==> src/rtl/dmem_arb_pkg.sv <==
// Shared types for the data-memory arbiter: sequencer states and requester ids.
package dmem_arb_pkg;
  typedef enum logic [1:0] {IDLE, ACCESS, WAIT, RESP} arb_state_t;
  typedef enum logic {CORE, HOST} req_id_t;
endpackage

==> src/rtl/rr_pick2.sv <==
// Two-way round-robin picker: a lone request wins, a tie goes to the port
// that was not granted last.
module rr_pick2
  import dmem_arb_pkg::*;
(
  input  logic [1:0] req,
  input  logic       last_grant,
  output logic       gnt_valid,
  output logic       gnt_id
);
  assign gnt_valid = |req;
  assign gnt_id    = (&req) ? ~last_grant : req[HOST];
endmodule

==> src/rtl/dmem_arbiter.sv <==
// Sequences a single-port synchronous-read data memory and shares it between
// the core load/store path and the host loader port (req/ack per port).
module dmem_arbiter
  import dmem_arb_pkg::*;
#(
  parameter int AW     = 8,
  parameter int DW     = 8,
  parameter int RD_LAT = 1
) (
  input  logic          clk,
  input  logic          reset_n,
  input  logic          core_req,
  input  logic          core_we,
  input  logic [AW-1:0] core_addr,
  input  logic [DW-1:0] core_wdata,
  output logic          core_ack,
  output logic [DW-1:0] core_rdata,
  output logic          core_stall,
  input  logic          host_req,
  input  logic          host_we,
  input  logic [AW-1:0] host_addr,
  input  logic [DW-1:0] host_wdata,
  output logic          host_ack,
  output logic [DW-1:0] host_rdata,
  output logic          mem_en,
  output logic          mem_we,
  output logic [AW-1:0] mem_addr,
  output logic [DW-1:0] mem_wdata,
  input  logic [DW-1:0] mem_rdata,
  output logic          busy
);
  localparam int CW = $clog2(RD_LAT) + 1;

  arb_state_t    r_state;
  req_id_t       r_last;
  req_id_t       r_gid;
  logic [CW-1:0] r_cnt;
  logic          r_core_ack, r_host_ack;
  logic          r_mem_en, r_mem_we;
  logic [AW-1:0] r_mem_addr;
  logic [DW-1:0] r_mem_wdata;
  logic [DW-1:0] r_core_rdata, r_host_rdata;
  logic          w_gnt_valid, w_gnt_id;

  rr_pick2 u_pick (
    .req       ({host_req, core_req}),
    .last_grant(r_last),
    .gnt_valid (w_gnt_valid),
    .gnt_id    (w_gnt_id)
  );

  // The granted request is latched straight into the memory-side registers,
  // which also serve as the held copy of we/addr/wdata for the access.
  always_ff @(posedge clk or negedge reset_n) begin
    if (!reset_n) begin
      r_state      <= IDLE;
      r_last       <= HOST;
      r_gid        <= CORE;
      r_cnt        <= '0;
      r_core_ack   <= 1'b0;
      r_host_ack   <= 1'b0;
      r_mem_en     <= 1'b0;
      r_mem_we     <= 1'b0;
      r_mem_addr   <= '0;
      r_mem_wdata  <= '0;
      r_core_rdata <= '0;
      r_host_rdata <= '0;
    end else begin
      case (r_state)
        IDLE: begin
          if (w_gnt_valid) begin
            r_gid       <= req_id_t'(w_gnt_id);
            r_last      <= req_id_t'(w_gnt_id);
            r_mem_en    <= 1'b1;
            r_mem_we    <= w_gnt_id ? host_we    : core_we;
            r_mem_addr  <= w_gnt_id ? host_addr  : core_addr;
            r_mem_wdata <= w_gnt_id ? host_wdata : core_wdata;
            r_state     <= ACCESS;
          end
        end
        ACCESS: begin
          r_mem_en <= 1'b0;
          r_mem_we <= 1'b0;
          if (r_mem_we) begin
            r_core_ack <= (r_gid == CORE);
            r_host_ack <= (r_gid == HOST);
            r_state    <= RESP;
          end else begin
            r_cnt   <= CW'(RD_LAT - 1);
            r_state <= WAIT;
          end
        end
        WAIT: begin
          if (r_cnt == '0) begin
            if (r_gid == HOST) r_host_rdata <= mem_rdata;
            else               r_core_rdata <= mem_rdata;
            r_core_ack <= (r_gid == CORE);
            r_host_ack <= (r_gid == HOST);
            r_state    <= RESP;
          end else begin
            r_cnt <= r_cnt - 1'b1;
          end
        end
        RESP: begin
          r_core_ack <= 1'b0;
          r_host_ack <= 1'b0;
          r_state    <= IDLE;
        end
        default: r_state <= IDLE;
      endcase
    end
  end

  assign core_ack   = r_core_ack;
  assign host_ack   = r_host_ack;
  assign core_rdata = r_core_rdata;
  assign host_rdata = r_host_rdata;
  assign core_stall = core_req & ~r_core_ack;
  assign mem_en     = r_mem_en;
  assign mem_we     = r_mem_we;
  assign mem_addr   = r_mem_addr;
  assign mem_wdata  = r_mem_wdata;
  assign busy       = (r_state != IDLE);
endmodule

==> config.mk <==
export PLATFORM = sky130hd
export DESIGN_NAME = dmem_arbiter
export DESIGN_NICKNAME = d
export VERILOG_FILES = /design/src/rtl/dmem_arb_pkg.sv /design/src/rtl/rr_pick2.sv /design/src/rtl/dmem_arbiter.sv
export SDC_FILE = /design/constraint.sdc
export NUM_CORES = 1
export LEC_CHECK = 0
export ABC_CLOCK_PERIOD_IN_PS = 4400
export BUFFER_PORTS_ARGS = -buffer_cell sky130_fd_sc_hd__buf_2
export CAP_MARGIN = 20
export CORE_AREA = 3 3 74 76
export DETAILED_ROUTE_END_ITERATION = 8
export DIE_AREA = 0 0 77 79
export REMOVE_ABC_BUFFERS = 1
export SKIP_CTS_REPAIR_TIMING = 1
export SLEW_MARGIN = 25
export SYNTH_ARGS = -nofsm -noshare
export SYNTH_HDL_FRONTEND = slang
export SYNTH_SLANG_ARGS = --single-unit
export TNS_END_PERCENT = 30
==> constraint.sdc <==
create_clock -name clk -period 4.4 [get_ports clk]
set_clock_uncertainty 0.2 [all_clocks]
set_input_delay 0.22 -clock clk [delete_from_list [all_inputs] [get_ports clk]]
set_output_delay 0.22 -clock clk [all_outputs]
set_load 0.05 [all_outputs]
Word-level counts from Yosys, hierarchy flattened
Index checks and enable logic that the tools add are counted.

Register bits: 41. Input bits: 46. Output and inout port bits: 38. Word-level logic and storage cells: 60.

$add $sub $neg: 1. Equal/unequal tests: 7. Multiplexer cells: 21. Bitwise gates (word level): 5. Reduce and logical (&&, ||, !) cells: 14.

Operators with widths (number): $mux W8 (2); $mux W1 (11); $reduce_and A2 Y1 (5); $reduce_and A3 Y1 (3); $pmux W2 S4 (1); $ne A2 B2 Y1 const B (3); $pmux W1 S2 (3); $pmux W1 S3 (2); $reduce_bool A2 Y1 (3); $eq A2 B2 Y1 const B (2); $mux W2 (2); $not A1 Y1 (4); $reduce_bool A3 Y1 (1); $eq A2 B1 Y1 const B (1); $logic_not A2 Y1 (1); $ne A2 B1 Y1 const B (1); $reduce_or A2 Y1 (1); $and A1 B1 Y1 (1); $sub A1 B1 Y1 const B (1).

Logic depth before layout (Yosys ltp)
Gate-level depths: netlist (run 1).

Depth after elaboration: 5. Mapped depth: 6. Gate-level depth less buffers: 5.

Hierarchy
A second synthesis (run 1) with hierarchy kept.

Cells, all modules: 149. Area, all modules: 1840.5 um^2.

By module, submodules not included: dmem_arbiter (instances 1, cells an instance 147, area an instance 1826.8 um^2, sequential area each 1002.2 um^2); rr_pick2 (instances 1, cells an instance 2, area an instance 13.8 um^2, sequential area each 0.0 um^2).

Worst setup path after synthesis (run 1)
Ideal clock, no wire load.

Kind: register -> output. Start: register r_core_ack, in the netlist core_ack. End: output port core_stall. Data arrival time: 1.327 ns. Required time: 3.980 ns. Setup slack: 2.653 ns. Stages on the path, launching flop included: 2. Buffers on the path: 0. Cell sequence: dfrtp_1 -> nor2b_1.

Cells in the longest elaborated chain, start to end: 2.

Ends and longest elaborated chain: start: declaration (RTL line dmem_arbiter.sv:38) `logic r_core_ack, r_host_ack;`; start signal: assignment (RTL line dmem_arbiter.sv:85) `r_core_ack <= (r_gid == CORE);`; start signal: assignment (RTL line dmem_arbiter.sv:97) `r_core_ack <= (r_gid == CORE);`; $not A1 Y1 (RTL line dmem_arbiter.sv:118) `assign core_stall = core_req & ~r_core_ack;`; $and A1 B1 Y1 (RTL line dmem_arbiter.sv:118); end: declaration (RTL line dmem_arbiter.sv:18) `output logic core_stall,`.

Every way passes these cells.

Worst setup path after layout (run 1)
Start: register r_state[0]. End: register r_core_rdata[0], in the netlist core_rdata[0].

Cells in the longest elaborated chain, start to end: 2.

Ends and longest elaborated chain: start: declaration (RTL line dmem_arbiter.sv:34) `arb_state_t r_state;`; start signal: assignment (RTL line dmem_arbiter.sv:56) `r_state <= IDLE;`; start signal: assignment (RTL line dmem_arbiter.sv:78) `r_state <= ACCESS;`; start signal: assignment (RTL line dmem_arbiter.sv:87) `r_state <= RESP;`; $eq A2 B2 Y1 (RTL line dmem_arbiter.sv:69) `case (r_state)`; $reduce_and A3 Y1 (no source line); end signal: assignment (RTL line dmem_arbiter.sv:96) `else r_core_rdata <= mem_rdata;`; end: declaration (RTL line dmem_arbiter.sv:42) `logic [DW-1:0] r_core_rdata, r_host_rdata;`.

Every way passes these cells. A chain may end at the register's enable or synchronous reset.

==> impl_metrics.toml, run 1 <==
[logic_synthesis]
synth_top_family_by_area = "multiplexers"
synth_top_area_share_pct = 54.85
post-synth-top-area-cell = "dfrtp_1"
synthMuxAreaShare_pct = 20.96
synth-adder-area-share_pct = 3.516
synth_area_um2 = 1779
async_flop_share_pct = 100.0
yosys-top-cells-area = "dfrtp_1, mux2_2, mux2i_1, o21ai_0, nand2_1"
synth.distinct_cells = 21
yosysMostFrequentCell = "dfrtp_1"
ys_seq_area_share_pct = 56.33
synth-edff-count = 0
ys_ff_latch = 40
ys.flop_type = "dfrtp_1"
avgSynthCellArea_um2 = 12.02
yosys_warnings = 0
synthSimpleGateAreaFrac_pct = 7.384
synth_commonest_cells = "dfrtp_1, nand2_1, o21ai_0"
netlist_instances = 148
synthXorXnorAreaFrac_pct = 0
synth-compound-area-share_pct = 8.650

[final_layout]
nFillCells = 453
seq_area_um2 = 1002
drive_above_1_share_pct = 45.45
stdcell_count = 309
syn_to_final_growth_pct = 36.50
diodes = 0
final_nets = 292
multi_input_area_um2 = 732.0

[critical_path]
path_class = "register to register"
critPathCaptureType = "register"
cp_max_fo = 8
critPathRequiredTime_ns = 4.37
worst_ep_arrival_time_ns = 1.97
start_kind = "register"

[floorplan]
num_io_pins = 84
rows = 25
die_w_um = 77
initial_core_util_pct = 37.18
die_area_um2 = 6083
die_h_um = 79
core-area_um2 = 4786

[sta]
layout_min_cycle_time_ns = 2.000
finalSetupViolCount = 0
fmax_ghz = 0.5000
setup_tns_ns = 0
timing.final.ws_setup_ns = 2.400
hold_slack_ns = 0.0007261
drv_slew = 0
final_hold_viol_count = 0
rsz0062_at_grt = "no"
finalCritPeriodShare_pct = 45.46
slew_headroom_pct = 43.56
worst_slew_pin_slew_ns = 0.8466

[pwr]
fin_total_pwr_mw = 2.122
powerDensity_nw_per_um2 = 873.7
p_leak_nw = 1.264
ir_drop_mv = 0.3366

[place]
dp_hpwl_um = 2689
port-buffer-count = 83
routabilityCongestion = 0.6758
dp.cells = 292
pre_cts_ws_ns = 2.385

[routing]
routed_via_density = 4.382
avgRoutedWirePerCell_um = 11.69
drt-initial-drc-count = 21
dr.pass1.iters = 4
drt-total-wl_um = 3611
via_count = 1354
drc_errors = 0
postRouteAntennaNets = 0

[grt]
grt_pass1_vias = 1308
overflow = 0
grt_max_degree = 41
track_usage_pct = 12.61
grt_pass1_wl_um = 6154
antenna_found_initial = 0

[cts]
cts_root_buf = "clkbuf_8"
insertion_delay_ns = 0.28
clk_pin_slew_ns = 0.07
numCtsBuffers = 5
cts_sinks = 40
cts_tree = "yes"
htreeDepth = 2
clockBufferDepth = 2

[flow_run]
maxCapViolations = 0

[outcome]
status = "complete, no violations"

[worst_hold_path]
hold_class = "primary input to register"
-- worst max-delay path: stages, from the launching register on --
cell and delay (ns):
dfrtp_1 0.42, inv_1 0.14, ha_1 0.17, nor2b_1 0.55, mux2_2 0.41
-- per-layer routing --
metal	vias to the layer above	track usage (%)	share of wire [%]
met2	71	18.99	44
li1	698	-	-
met1	580	16.44	44
met5	-	0	0
met4	0	4.804	1.2
met3	5	4.875	11
-- where the power goes --
| part | total [mW] | leakage (nW) | switching [mW] | internal [mW] |
|---|---|---|---|---|
| logic | 1.23 | 0.736 | 0.887 | 0.340 |
| registers | 0.654 | 0.482 | 0.0968 | 0.558 |
| clock network | 0.241 | 0.0455 | 0.113 | 0.128 |
-- sequential cells by signal, summed over array words and instances, names as in the netlist --
name,cells
core_ack,1
core_rdata,8
host_ack,1
host_rdata,8
mem_addr,8
mem_en,1
mem_wdata,8
mem_we,1
r_gid,1
r_last,1
r_state,2
-- cell families (layout without fill, tap and decap cells) --
| family | Yosys count | in the layout |
|---|---|---|
| compound gates | 28 | 28 |
| simple gates | 30 | 30 |
| mux | 35 | 35 |
| fa+ha+maj | 5 | 5 |
| flops | 40 | 40 |
| buf+inv | 10 | 104 |
-- placed cells by master (no fill, tap or decap) --
cell,instances
dlygate4sd3_1,9
o21ai_4,1
a21oi_1,2
o31ai_1,1
dfrtp_1,39
a2bb2oi_1,1
clkbuf_1,2
o21ai_0,20
or3b_1,1
a21bo_2,1
nor2b_1,4
buf_2,83
a31oi_1,2
ha_1,5
inv_1,4
mux2_2,18
nor2_1,3
dfstp_2,1
clkbuf_8,6
nor3b_1,1
nand2_1,21
mux2i_1,17
-- final cells by class --
| cell class | instances | share of cell area, % |
|---|---|---|
| Clock buffer | 8 | 3.709 |
| Inverter | 4 | 0.6182 |
| Multi-Input combinational cell | 98 | 30.14 |
| Sequential cell | 40 | 41.27 |
| Tap cell | 67 | 3.452 |
| Timing Repair Buffer | 92 | 20.81 |
-- metrics by stage --
step	area (um^2)	utilization [%]
2_1_floorplan	1738	-
3_3_place_gp	2241	46.82
3_5_place_dp	2248	46.98
4_1_cts	2338	48.86
5_1_grt	2429	50.75
6_report	2429	50.75
-- worst paths after layout --
check	from	end	slack [ns]	cells after the start
max	r_state[0]$_DFFE_PN0P_	core_rdata[0]$_DFFE_PN0P_	2.40	4
min	core_req	r_last$_DFFE_PN1P_	0.0007	2
max reg2reg	r_state[0]$_DFFE_PN0P_	core_rdata[0]$_DFFE_PN0P_	2.40	4
min reg2reg	mem_addr[4]$_DFFE_PN0P_	mem_addr[4]$_DFFE_PN0P_	0.27	2
max in group asynchronous	reset_n	mem_wdata[4]$_DFFE_PN0P_	3.09	2
min in group asynchronous	reset_n	host_rdata[7]$_DFFE_PN0P_	0.37	2
Note: power is estimated with default switching activity, not from simulation.
==> run 2, diff against run 1 <==
--- a/config.mk
+++ b/config.mk
@@ -5,12 +5,13 @@
 export SDC_FILE = /design/constraint.sdc
 export NUM_CORES = 1
 export LEC_CHECK = 0
-export ABC_CLOCK_PERIOD_IN_PS = 4400
+export ABC_CLOCK_PERIOD_IN_PS = 1700
 export BUFFER_PORTS_ARGS = -buffer_cell sky130_fd_sc_hd__buf_2
 export CAP_MARGIN = 20
 export CORE_AREA = 3 3 74 76
 export DETAILED_ROUTE_END_ITERATION = 8
 export DIE_AREA = 0 0 77 79
+export PLACE_DENSITY = 0.67
 export REMOVE_ABC_BUFFERS = 1
 export SKIP_CTS_REPAIR_TIMING = 1
 export SLEW_MARGIN = 25
==> constraint.sdc (replaced) <==
create_clock -name clk -period 1.7 [get_ports clk]
set_clock_uncertainty 0.2 [all_clocks]
set_input_delay 0.085 -clock clk [delete_from_list [all_inputs] [get_ports clk]]
set_output_delay 0.085 -clock clk [all_outputs]
set_load 0.05 [all_outputs]
==> run 2 against run 1 <==
- first-iteration DRC count grew 48%
- register-to-register slack lost 2.4 ns
- die area is the same
- global-route usage is 0.52 points higher
- critical path type unchanged
- worst hold slack gained 0.074 ns
- sequential power increased to 2.6 times the previous value
- fmax rose by 21%
- highest routed layer unchanged
- total power grew to 2.8 times the previous value
- critical path depth is 3 higher
- design area increased by 21%
- via count is 18% higher
==> impl_metrics.toml, run 2 (synthesis results as in run 1) <==
[pwr]
p_seq_share_pct = 28.1
ir_drop_mv = 1.134
switching_share_pct = 49.22
p_comb_share_pct = 57.9
p_sw_mw = 2.971
p_leak_nw = 1.501
pwr-share-clk_pct = 14.0
p_int_mw = 3.066
powerDensity_nw_per_um2 = 2047

[floorplan]
die_h_um = 79
initial_core_util_pct = 37.18
core-area_um2 = 4786
die_w_um = 77
num_io_pins = 84
die_area_um2 = 6083
rows = 25

[cts]
cts_root_buf = "clkbuf_8"
clockBufferDepth = 2
numCtsBuffers = 5
htreeDepth = 2
clk_pin_slew_ns = 0.08
cts_tree = "yes"
insertion_delay_ns = 0.29
cts_sinks = 40

[final_layout]
final_nets = 339
drive_above_1_share_pct = 44.29
finish.utilization_pct = 61.62
diodes = 0
syn_to_final_growth_pct = 65.75
final_common_cell = "buf_2"
mostFrequentLayoutCells = "buf_2, dlygate4sd3_1, dfrtp_1"
fin_area_um2 = 2949

[critical_path]
cp_max_fo = 6
start_kind = "register"
path_class = "register to register"
critPathCaptureType = "register"
worst_ep_arrival_time_ns = 1.63
critPathRequiredTime_ns = 1.67

[worst_hold_path]
hold_class = "primary input to async pin"

[place]
routabilityCongestion = 0.8213
dp_hpwl_um = 2836
place_area_um2 = 2338
port-buffer-count = 83

[sta]
final_hold_viol_count = 0
worst_slew_pin_slew_ns = 0.4632
slew_headroom_pct = 69.12
finalCritPeriodShare_pct = 97.21
drv_slew = 0
finalSetupViolCount = 0
fmax_ghz = 0.6051
setup_tns_ns = 0
layout_min_cycle_time_ns = 1.653

[grt]
grt_pass1_vias = 1406
track_usage_pct = 13.13
grt_pass1_wl_um = 6389
antenna_found_initial = 0
overflow = 0
grt_max_degree = 33

[routing]
postRouteAntennaNets = 0
routed_via_density = 4.486
dr.pass1.iters = 4
drt-initial-drc-count = 31
drt-total-wl_um = 4874
drc_errors = 0
avgRoutedWirePerCell_um = 13.69
via_count = 1597

[outcome]
status = "complete, no violations"

[flow_run]
maxCapViolations = 0
[run 2: changes by cell type in the layout (fill, tap and decap cells not counted), sizes merged]
cell / previous run / this run
dlygate4sd3: 9 / 45
clkbuf: 8 / 7
bufinv: 0 / 1
buf: 83 / 94
[run 2: final cells by class]
type | instances | area [um^2]
fill | 376 | 1837
sequential | 40 | 1002
timing repair buffer | 139 | 988.4
multi-input combinational | 98 | 733.2
clock buffer | 7 | 96.34
tap | 67 | 83.83
clock inverter | 1 | 30.03
inverter | 4 | 15.01
[run 2: worst paths after layout]
kind	slack, ns	to	start	depth (start not counted)
max reg2reg	0.05	mem_we$_DFFE_PN0P_	r_state[1]$_DFFE_PN0P_	7
min	0.07	host_rdata[7]$_DFFE_PN0P_	reset_n	2
min in group clk	0.28	mem_wdata[2]$_DFFE_PN0P_	mem_wdata[2]$_DFFE_PN0P_	2
max	0.05	mem_we$_DFFE_PN0P_	r_state[1]$_DFFE_PN0P_	7
min reg2reg	0.28	mem_wdata[2]$_DFFE_PN0P_	mem_wdata[2]$_DFFE_PN0P_	2
max in group asynchronous	0.68	r_last$_DFFE_PN1P_	reset_n	3
[run 2: per-layer routing]
metal  part of all wire (%)  track usage (%)
met1                     43            16.84
met5                      0                0
met3                    9.2            4.762
met2                     46            20.21
met4                    1.7            5.338
[run 2: worst max-delay path, cell delays in order (launching register included)]
cell,delay (ns)
dfrtp_1,0.39
inv_2,0.07
ha_2,0.17
buf_4,0.15
nor3b_1,0.13
buf_4,0.14
o21ai_0,0.18
o31ai_1,0.10
[run 2: metrics by stage]
step	setup WS [ns]	hold WS, ns	std cells	power [mW]
5_1_grt	-0.02247	0.09495	356	6.413
6_report	0.04736	0.07491	356	6.037
3_5_place_dp	0.006149	-0.1338	300	5.033
4_1_cts	-0.07651	-0.4532	308	5.898
3_3_place_gp	0.04230	-0.1309	300	4.984
2_1_floorplan	-0.3626	-0.4106	142	4.144
[run 2: power by group through the flow]
stage,sequential [mW],clock [mW],combinational (mW)
finish,1.70,0.847,3.49
floorplan,3.19,0,0.952
detailed placement,1.70,0,3.33
global placement,1.70,0,3.28
global route,1.77,0.918,3.72
CTS,1.69,0.877,3.33
